File: src/rtl/lc3_control_fsm_if.sv
// rtl/lc3_control_fsm_if.sv - LC-3 controller to datapath/memory signal bundle
interface lc3_control_fsm_if #(
    parameter int COUNT_W = 16
);
    logic [15:0]        ir;
    logic               n;
    logic               z;
    logic               p;
    logic               mem_ready;
    logic [1:0]         alu_control;
    logic               ld_pc;
    logic               ld_ir;
    logic               ld_mar;
    logic               ld_mdr;
    logic               ld_reg;
    logic               ld_cc;
    logic               gate_pc;
    logic               gate_alu;
    logic               gate_mdr;
    logic               gate_marmux;
    logic [1:0]         pcmux_sel;
    logic               addr1_sel;
    logic [1:0]         addr2_sel;
    logic               dr_sel;
    logic               sr1_sel;
    logic               mdr_sel;
    logic               mem_en;
    logic               mem_we;
    logic               halted;
    logic [COUNT_W-1:0] instr_count;

    modport master (
        input  ir, n, z, p, mem_ready,
        output alu_control, ld_pc, ld_ir, ld_mar, ld_mdr, ld_reg, ld_cc,
               gate_pc, gate_alu, gate_mdr, gate_marmux,
               pcmux_sel, addr1_sel, addr2_sel, dr_sel, sr1_sel, mdr_sel,
               mem_en, mem_we, halted, instr_count
    );

    modport slave (
        output ir, n, z, p, mem_ready,
        input  alu_control, ld_pc, ld_ir, ld_mar, ld_mdr, ld_reg, ld_cc,
               gate_pc, gate_alu, gate_mdr, gate_marmux,
               pcmux_sel, addr1_sel, addr2_sel, dr_sel, sr1_sel, mdr_sel,
               mem_en, mem_we, halted, instr_count
    );
endinterface

File: src/rtl/lc3_control_fsm.sv
// rtl/lc3_control_fsm.sv - multicycle LC-3 sequencer with retired-instruction counter
module lc3_control_fsm #(
    parameter int COUNT_W   = 16,
    parameter bit CC_ON_LEA = 1'b0
) (
    input  logic              clk,
    input  logic              rst_n,
    lc3_control_fsm_if.master bus
);
    typedef enum logic [3:0] {
        FETCH, IF_RD, IR_LD, DECODE, ALU, BR, JMP, JSR,
        LEA, ADDR, RD, WB, STD, WR, HALT
    } state_t;

    state_t             state;
    state_t             nextState;
    logic               retire;
    logic [3:0]         opcode;
    logic [COUNT_W-1:0] instrCount;

    assign opcode          = bus.ir[15:12];
    assign bus.instr_count = instrCount;

    always_ff @(posedge clk or negedge rst_n) begin
        if (!rst_n) begin
            state      <= FETCH;
            instrCount <= '0;
        end else begin
            state <= nextState;
            if (retire) begin
                instrCount <= instrCount + {{(COUNT_W-1){1'b0}}, 1'b1};
            end
        end
    end

    always_comb begin
        nextState       = state;
        retire          = 1'b0;
        bus.alu_control = 2'b00;
        bus.ld_pc       = 1'b0;
        bus.ld_ir       = 1'b0;
        bus.ld_mar      = 1'b0;
        bus.ld_mdr      = 1'b0;
        bus.ld_reg      = 1'b0;
        bus.ld_cc       = 1'b0;
        bus.gate_pc     = 1'b0;
        bus.gate_alu    = 1'b0;
        bus.gate_mdr    = 1'b0;
        bus.gate_marmux = 1'b0;
        bus.pcmux_sel   = 2'b00;
        bus.addr1_sel   = 1'b0;
        bus.addr2_sel   = 2'b00;
        bus.dr_sel      = 1'b0;
        bus.sr1_sel     = 1'b0;
        bus.mdr_sel     = 1'b0;
        bus.mem_en      = 1'b0;
        bus.mem_we      = 1'b0;
        bus.halted      = 1'b0;

        case (state)
            FETCH: begin
                bus.gate_pc = 1'b1;
                bus.ld_mar  = 1'b1;
                bus.ld_pc   = 1'b1;
                nextState   = IF_RD;
            end
            IF_RD, RD: begin
                bus.mem_en = 1'b1;
                if (bus.mem_ready) begin
                    bus.ld_mdr  = 1'b1;
                    bus.mdr_sel = 1'b1;
                    nextState   = (state == IF_RD) ? IR_LD : WB;
                end
            end
            IR_LD: begin
                bus.gate_mdr = 1'b1;
                bus.ld_ir    = 1'b1;
                nextState    = DECODE;
            end
            DECODE: begin
                case (opcode)
                    4'b0001, 4'b0101, 4'b1001:          nextState = ALU;
                    4'b0000:                            nextState = BR;
                    4'b1100:                            nextState = JMP;
                    4'b0100:                            nextState = JSR;
                    4'b0010, 4'b0110, 4'b0011, 4'b0111: nextState = ADDR;
                    4'b1110:                            nextState = LEA;
                    default:                            nextState = HALT;
                endcase
            end
            ALU: begin
                bus.gate_alu    = 1'b1;
                bus.ld_reg      = 1'b1;
                bus.ld_cc       = 1'b1;
                bus.alu_control = (opcode == 4'b0001) ? 2'b01 :
                                  (opcode == 4'b0101) ? 2'b10 : 2'b11;
                retire          = 1'b1;
                nextState       = FETCH;
            end
            BR: begin
                if ((bus.ir[11] & bus.n) | (bus.ir[10] & bus.z) | (bus.ir[9] & bus.p)) begin
                    bus.ld_pc     = 1'b1;
                    bus.pcmux_sel = 2'b10;
                    bus.addr2_sel = 2'b10;
                end
                retire    = 1'b1;
                nextState = FETCH;
            end
            JMP: begin
                bus.ld_pc     = 1'b1;
                bus.pcmux_sel = 2'b10;
                bus.addr1_sel = 1'b1;
                retire        = 1'b1;
                nextState     = FETCH;
            end
            JSR: begin
                // R7 takes the old PC off the bus on the same edge the PC reloads
                bus.gate_pc   = 1'b1;
                bus.ld_reg    = 1'b1;
                bus.dr_sel    = 1'b1;
                bus.ld_pc     = 1'b1;
                bus.pcmux_sel = 2'b10;
                if (bus.ir[11]) begin
                    bus.addr2_sel = 2'b11;
                end else begin
                    bus.addr1_sel = 1'b1;
                end
                retire    = 1'b1;
                nextState = FETCH;
            end
            LEA: begin
                bus.gate_marmux = 1'b1;
                bus.ld_reg      = 1'b1;
                bus.addr2_sel   = 2'b10;
                bus.ld_cc       = CC_ON_LEA;
                retire          = 1'b1;
                nextState       = FETCH;
            end
            ADDR: begin
                // opcode[2] picks base+offset6, opcode[0] marks a store
                bus.gate_marmux = 1'b1;
                bus.ld_mar      = 1'b1;
                if (opcode[2]) begin
                    bus.addr1_sel = 1'b1;
                    bus.addr2_sel = 2'b01;
                end else begin
                    bus.addr2_sel = 2'b10;
                end
                nextState = opcode[0] ? STD : RD;
            end
            WB: begin
                bus.gate_mdr = 1'b1;
                bus.ld_reg   = 1'b1;
                bus.ld_cc    = 1'b1;
                retire       = 1'b1;
                nextState    = FETCH;
            end
            STD: begin
                bus.sr1_sel  = 1'b1;
                bus.gate_alu = 1'b1;
                bus.ld_mdr   = 1'b1;
                nextState    = WR;
            end
            WR: begin
                bus.mem_en = 1'b1;
                bus.mem_we = 1'b1;
                if (bus.mem_ready) begin
                    retire    = 1'b1;
                    nextState = FETCH;
                end
            end
            HALT: begin
                bus.halted = 1'b1;
            end
            default: nextState = FETCH;
        endcase
    end
endmodule

File: src/flat_wrapper.sv
// flat-port wrapper written by rule: the top's interface ports become plain ports
module lc3_control_fsm_flat 
#(
    parameter int COUNT_W   = 16,
    parameter bit CC_ON_LEA = 1'b0
)
  (clk, rst_n, bus_ir, bus_n, bus_z, bus_p, bus_mem_ready, bus_alu_control, bus_ld_pc, bus_ld_ir, bus_ld_mar, bus_ld_mdr, bus_ld_reg, bus_ld_cc, bus_gate_pc, bus_gate_alu, bus_gate_mdr, bus_gate_marmux, bus_pcmux_sel, bus_addr1_sel, bus_addr2_sel, bus_dr_sel, bus_sr1_sel, bus_mdr_sel, bus_mem_en, bus_mem_we, bus_halted, bus_instr_count);
  lc3_control_fsm_if #(.COUNT_W(COUNT_W)) bus_i ();
  input  logic clk;
  input  logic rst_n;
  input wire logic [$bits(bus_i.ir)-1:0] bus_ir;
  input wire logic [$bits(bus_i.n)-1:0] bus_n;
  input wire logic [$bits(bus_i.z)-1:0] bus_z;
  input wire logic [$bits(bus_i.p)-1:0] bus_p;
  input wire logic [$bits(bus_i.mem_ready)-1:0] bus_mem_ready;
  output wire logic [$bits(bus_i.alu_control)-1:0] bus_alu_control;
  output wire logic [$bits(bus_i.ld_pc)-1:0] bus_ld_pc;
  output wire logic [$bits(bus_i.ld_ir)-1:0] bus_ld_ir;
  output wire logic [$bits(bus_i.ld_mar)-1:0] bus_ld_mar;
  output wire logic [$bits(bus_i.ld_mdr)-1:0] bus_ld_mdr;
  output wire logic [$bits(bus_i.ld_reg)-1:0] bus_ld_reg;
  output wire logic [$bits(bus_i.ld_cc)-1:0] bus_ld_cc;
  output wire logic [$bits(bus_i.gate_pc)-1:0] bus_gate_pc;
  output wire logic [$bits(bus_i.gate_alu)-1:0] bus_gate_alu;
  output wire logic [$bits(bus_i.gate_mdr)-1:0] bus_gate_mdr;
  output wire logic [$bits(bus_i.gate_marmux)-1:0] bus_gate_marmux;
  output wire logic [$bits(bus_i.pcmux_sel)-1:0] bus_pcmux_sel;
  output wire logic [$bits(bus_i.addr1_sel)-1:0] bus_addr1_sel;
  output wire logic [$bits(bus_i.addr2_sel)-1:0] bus_addr2_sel;
  output wire logic [$bits(bus_i.dr_sel)-1:0] bus_dr_sel;
  output wire logic [$bits(bus_i.sr1_sel)-1:0] bus_sr1_sel;
  output wire logic [$bits(bus_i.mdr_sel)-1:0] bus_mdr_sel;
  output wire logic [$bits(bus_i.mem_en)-1:0] bus_mem_en;
  output wire logic [$bits(bus_i.mem_we)-1:0] bus_mem_we;
  output wire logic [$bits(bus_i.halted)-1:0] bus_halted;
  output wire logic [$bits(bus_i.instr_count)-1:0] bus_instr_count;
  assign bus_i.ir = bus_ir;
  assign bus_i.n = bus_n;
  assign bus_i.z = bus_z;
  assign bus_i.p = bus_p;
  assign bus_i.mem_ready = bus_mem_ready;
  assign bus_alu_control = bus_i.alu_control;
  assign bus_ld_pc = bus_i.ld_pc;
  assign bus_ld_ir = bus_i.ld_ir;
  assign bus_ld_mar = bus_i.ld_mar;
  assign bus_ld_mdr = bus_i.ld_mdr;
  assign bus_ld_reg = bus_i.ld_reg;
  assign bus_ld_cc = bus_i.ld_cc;
  assign bus_gate_pc = bus_i.gate_pc;
  assign bus_gate_alu = bus_i.gate_alu;
  assign bus_gate_mdr = bus_i.gate_mdr;
  assign bus_gate_marmux = bus_i.gate_marmux;
  assign bus_pcmux_sel = bus_i.pcmux_sel;
  assign bus_addr1_sel = bus_i.addr1_sel;
  assign bus_addr2_sel = bus_i.addr2_sel;
  assign bus_dr_sel = bus_i.dr_sel;
  assign bus_sr1_sel = bus_i.sr1_sel;
  assign bus_mdr_sel = bus_i.mdr_sel;
  assign bus_mem_en = bus_i.mem_en;
  assign bus_mem_we = bus_i.mem_we;
  assign bus_halted = bus_i.halted;
  assign bus_instr_count = bus_i.instr_count;
  lc3_control_fsm #(.COUNT_W(COUNT_W), .CC_ON_LEA(CC_ON_LEA)) u_core (.clk(clk), .rst_n(rst_n), .bus(bus_i));
endmodule
File: config.mk
export PLATFORM = sky130hd
export DESIGN_NAME = lc3_control_fsm_flat
export DESIGN_NICKNAME = d
export VERILOG_FILES = /design/src/rtl/lc3_control_fsm_if.sv /design/src/rtl/lc3_control_fsm.sv /design/src/flat_wrapper.sv
export SDC_FILE = /design/constraint.sdc
export NUM_CORES = 1
export LEC_CHECK = 0
export BUFFER_PORTS_ARGS = -buffer_cell sky130_fd_sc_hd__buf_4
export CORE_ASPECT_RATIO = 0.75
export CORE_UTILIZATION = 50
export CTS_CLUSTER_DIAMETER = 80
export DETAILED_ROUTE_END_ITERATION = 6
export PLACE_DENSITY = 0.83
export SYNTH_ARGS = -nofsm -noshare
export SYNTH_HDL_FRONTEND = slang
export SYNTH_SLANG_ARGS = --single-unit
File: constraint.sdc
create_clock -name clk -period 5.05 [get_ports clk]
set_input_delay 0.505 -clock clk [delete_from_list [all_inputs] [get_ports clk]]
set_output_delay 0.505 -clock clk [all_outputs]
set_load 0.01 [all_outputs]
==> impl_metrics.env <==
export IMPL_core_um2=2640
export IMPL_synth_distinct_cells=44
export IMPL_slew_headroom_pct=48.9
export IMPL_synthTopCellsByCount="20 x dfrtp_1, 20 x nor2_1, 14 x xor2_1"
export IMPL_synth_area_top_cells="dfrtp_1 35%, xor2_1 8.7%, nor2_1 5.3%, nand2b_1 3.5%, nor3_1 3.5%"
export IMPL_syn_inst=167
export IMPL_area_growth_pct=29.9
export IMPL_fin_crit_sh_pct=48.0
export IMPL_hold_viol_final=0
export IMPL_max_vdd_ir_drop_v=0.000363
export IMPL_worstSetupEndpointType="output pin"
export IMPL_die_w_um=63.4
export IMPL_initialDrtViolationCount=115
export IMPL_skew_ns=0.00315
export IMPL_instances_no_fill=244
export IMPL_post_dp_hpwl_mm=2.61
export IMPL_power_density_nw_per_um2=530
export IMPL_hold_buffers=0
export IMPL_post_drt_wl_per_cell_um=14.0
export IMPL_worstPathRequired_ns=4.55
export IMPL_cts_inserted_buffers=3
export IMPL_clkSinkCount=20
export IMPL_antennaDiodeCount=0
export IMPL_gr_total_overflow=0
export IMPL_routed_via_density=5.68
export IMPL_worstSetupPathType="flip-flop to output pin"
export IMPL_worst_pin_slew_ns=0.767
export IMPL_synth_top_cell_area_share_pct=35.4
export IMPL_critPathMaxFanout=27
export IMPL_pre_cts_ws_ns=2.79
export IMPL_grt_pass1_vias=1117
export IMPL_post_cts_buffers=0
export IMPL_critPathMaxStageDelay_ns=0.84
export IMPL_post_place_cells=240
export IMPL_fin_nets=232
export IMPL_clockBufferDepth=2
export IMPL_h_tree_depth=1
export IMPL_portBuffers=50
export IMPL_postSynth_asyncResetShare_pct=100
export IMPL_clkTransAtPathRegs_ns=0.07
export IMPL_rsz0062_at_grt="false"
export IMPL_rows=16
export IMPL_root_buffer="clkbuf_8"
export IMPL_setup_viol=0
export IMPL_fin_setup_tns_ns=0
export IMPL_dr_pass1_iters=4
export IMPL_slew_viol_final=0
export IMPL_syn_num_nets=190
export IMPL_die_area_um2=3050
export IMPL_cp_data_arrival_time_ns=1.92
export IMPL_ctsResizeCount=0
export IMPL_hp_class="input port to asynchronous set/reset pin"
export IMPL_yosysWarningCount=0
export IMPL_die_h_um=48.1
export IMPL_grt_max_degree=28
export IMPL_ant_nets=0
export IMPL_gp_congestion=0.815
export IMPL_p_leak_nw=0.923
export IMPL_grt_pass1_wl_mm=5.22
export IMPL_slowest_stage="dfrtp_1"
export IMPL_cap_violations=0
export IMPL_io_pins=61
export IMPL_fin_ws_ns=2.63
export IMPL_antenna_found_initial=0
export IMPL_synth_seq_cells=20
export IMPL_cts_tree="yes"
export IMPL_clock_latency_ns=0.26
export IMPL_track_usage_pct=23.0
export IMPL_ys_flop_type="dfrtp_1"
export IMPL_drc=0
export IMPL_crit_path_cell_trace="nor2b_1 -> a21oi_1 -> o21bai_1 -> buf_4"
export IMPL_post_route_min_period_ns=2.42
export IMPL_syn_area_um2=1410
export IMPL_synth_edf_count=0
export IMPL_max_freq_ghz=0.413
export IMPL_routed_wl_mm=3.42
export IMPL_synth_area_per_cell_um2=8.47
export IMPL_yosysSeqAreaShare_pct=35.4
export IMPL_outcome="finished clean"
export IMPL_yosys_area_top_type="dfrtp_1"
export IMPL_start_kind="flip-flop"
export IMPL_route_vias_total=1386
export IMPL_drive_above_1_share_pct=26.9
export IMPL_initial_core_util_pct=53.5
-- per-layer routing --
layer | part of all wire (%) | routed length [um] | track usage (%) | vias up
met4 | 2.1 | 72 | 9.55 | 0
met1 | 44 | 1520 | 31.3 | 656
li1 | - | - | - | 676
met5 | 0 | 0 | 0 | -
met3 | 5.8 | 198 | 5.48 | 8
met2 | 48 | 1630 | 36.0 | 46
-- cells in the final DEF (no fill, tap or decap), types with 6 or more instances in the layout --
master / instances
nor3_1: 10
nand2_1: 13
o21ai_0: 6
buf_4: 50
nand2b_1: 8
a21oi_1: 8
xor2_1: 14
dfrtp_1: 20
nor2_1: 20
-- power by group --
group	internal (mW)	switching (mW)	leakage, nW
clock	0.106	0.0514	0.0357
combinational	0.249	0.262	0.622
sequential	0.196	0.110	0.265
total	0.550	0.424	0.923
-- critical path: cells and delay by family (launching register included) --
kind	cells	cell delay, ns
AO/OA/AOI/OAI	2	0.30
AND/OR/NAND/NOR	1	0.38
buffers and inverters	1	0.13
flip-flops	1	0.84
-- sequential cells by signal (all words and copies together), names as in the netlist --
| signal | flops |
|---|---|
| u_core.bus.instr_count | 16 |
| u_core.state | 4 |
-- through the flow --
step | util (%) | total power [mW] | hold WS (ns) | instance area (um2)
after floorplan | - | 0.642 | 0.209 | 1410
after global placement | 66.8 | 0.796 | 0.391 | 1770
after detailed placement | 66.8 | 0.818 | 0.396 | 1770
after CTS | 69.5 | 0.976 | 0.115 | 1840
after global routing | 69.5 | 1.05 | 0.128 | 1840
final | 69.5 | 0.974 | 0.111 | 1840
-- worst paths after layout --
kind	startpoint	end	slack (ns)	depth (start not counted)
max	u_core.state[1]	bus_ld_mdr	2.63	4
min	rst_n	u_core.bus.instr_count[8]	0.11	1
max reg2reg	u_core.state[1]	u_core.bus.instr_count[15]	2.79	4
min reg2reg	u_core.bus.instr_count[15]	u_core.bus.instr_count[15]	0.48	1
max in group asynchronous	rst_n	u_core.state[3]	4.73	1
min in group clk	u_core.bus.instr_count[15]	u_core.bus.instr_count[15]	0.48	1
-- logic make-up after synthesis --
logic type | after synthesis | share of synthesized area (%)
AOI/OAI and AO/OA | 34 | 17.2
xor gates and xnor gates | 17 | 11.1
adders and majority gates | 1 | 0.885
buffers and inverters | 16 | 5.66
DFF | 20 | 35.4
muxes | 1 | 0.796
other | 1 | 0.265
and+or+nand+nor | 77 | 28.8
-- area by class of cell --
| type | count | area (um2) |
|---|---|---|
| Clock buffer | 3 | 41.3 |
| Clock inverter | 1 | 30.0 |
| Fill cell | 234 | 806 |
| Inverter | 3 | 11.3 |
| Multi-Input combinational cell | 131 | 833 |
| Sequential cell | 20 | 500 |
| Tap cell | 36 | 45.0 |
| Timing Repair Buffer | 50 | 375 |
(Power assumes the default switching activity.)
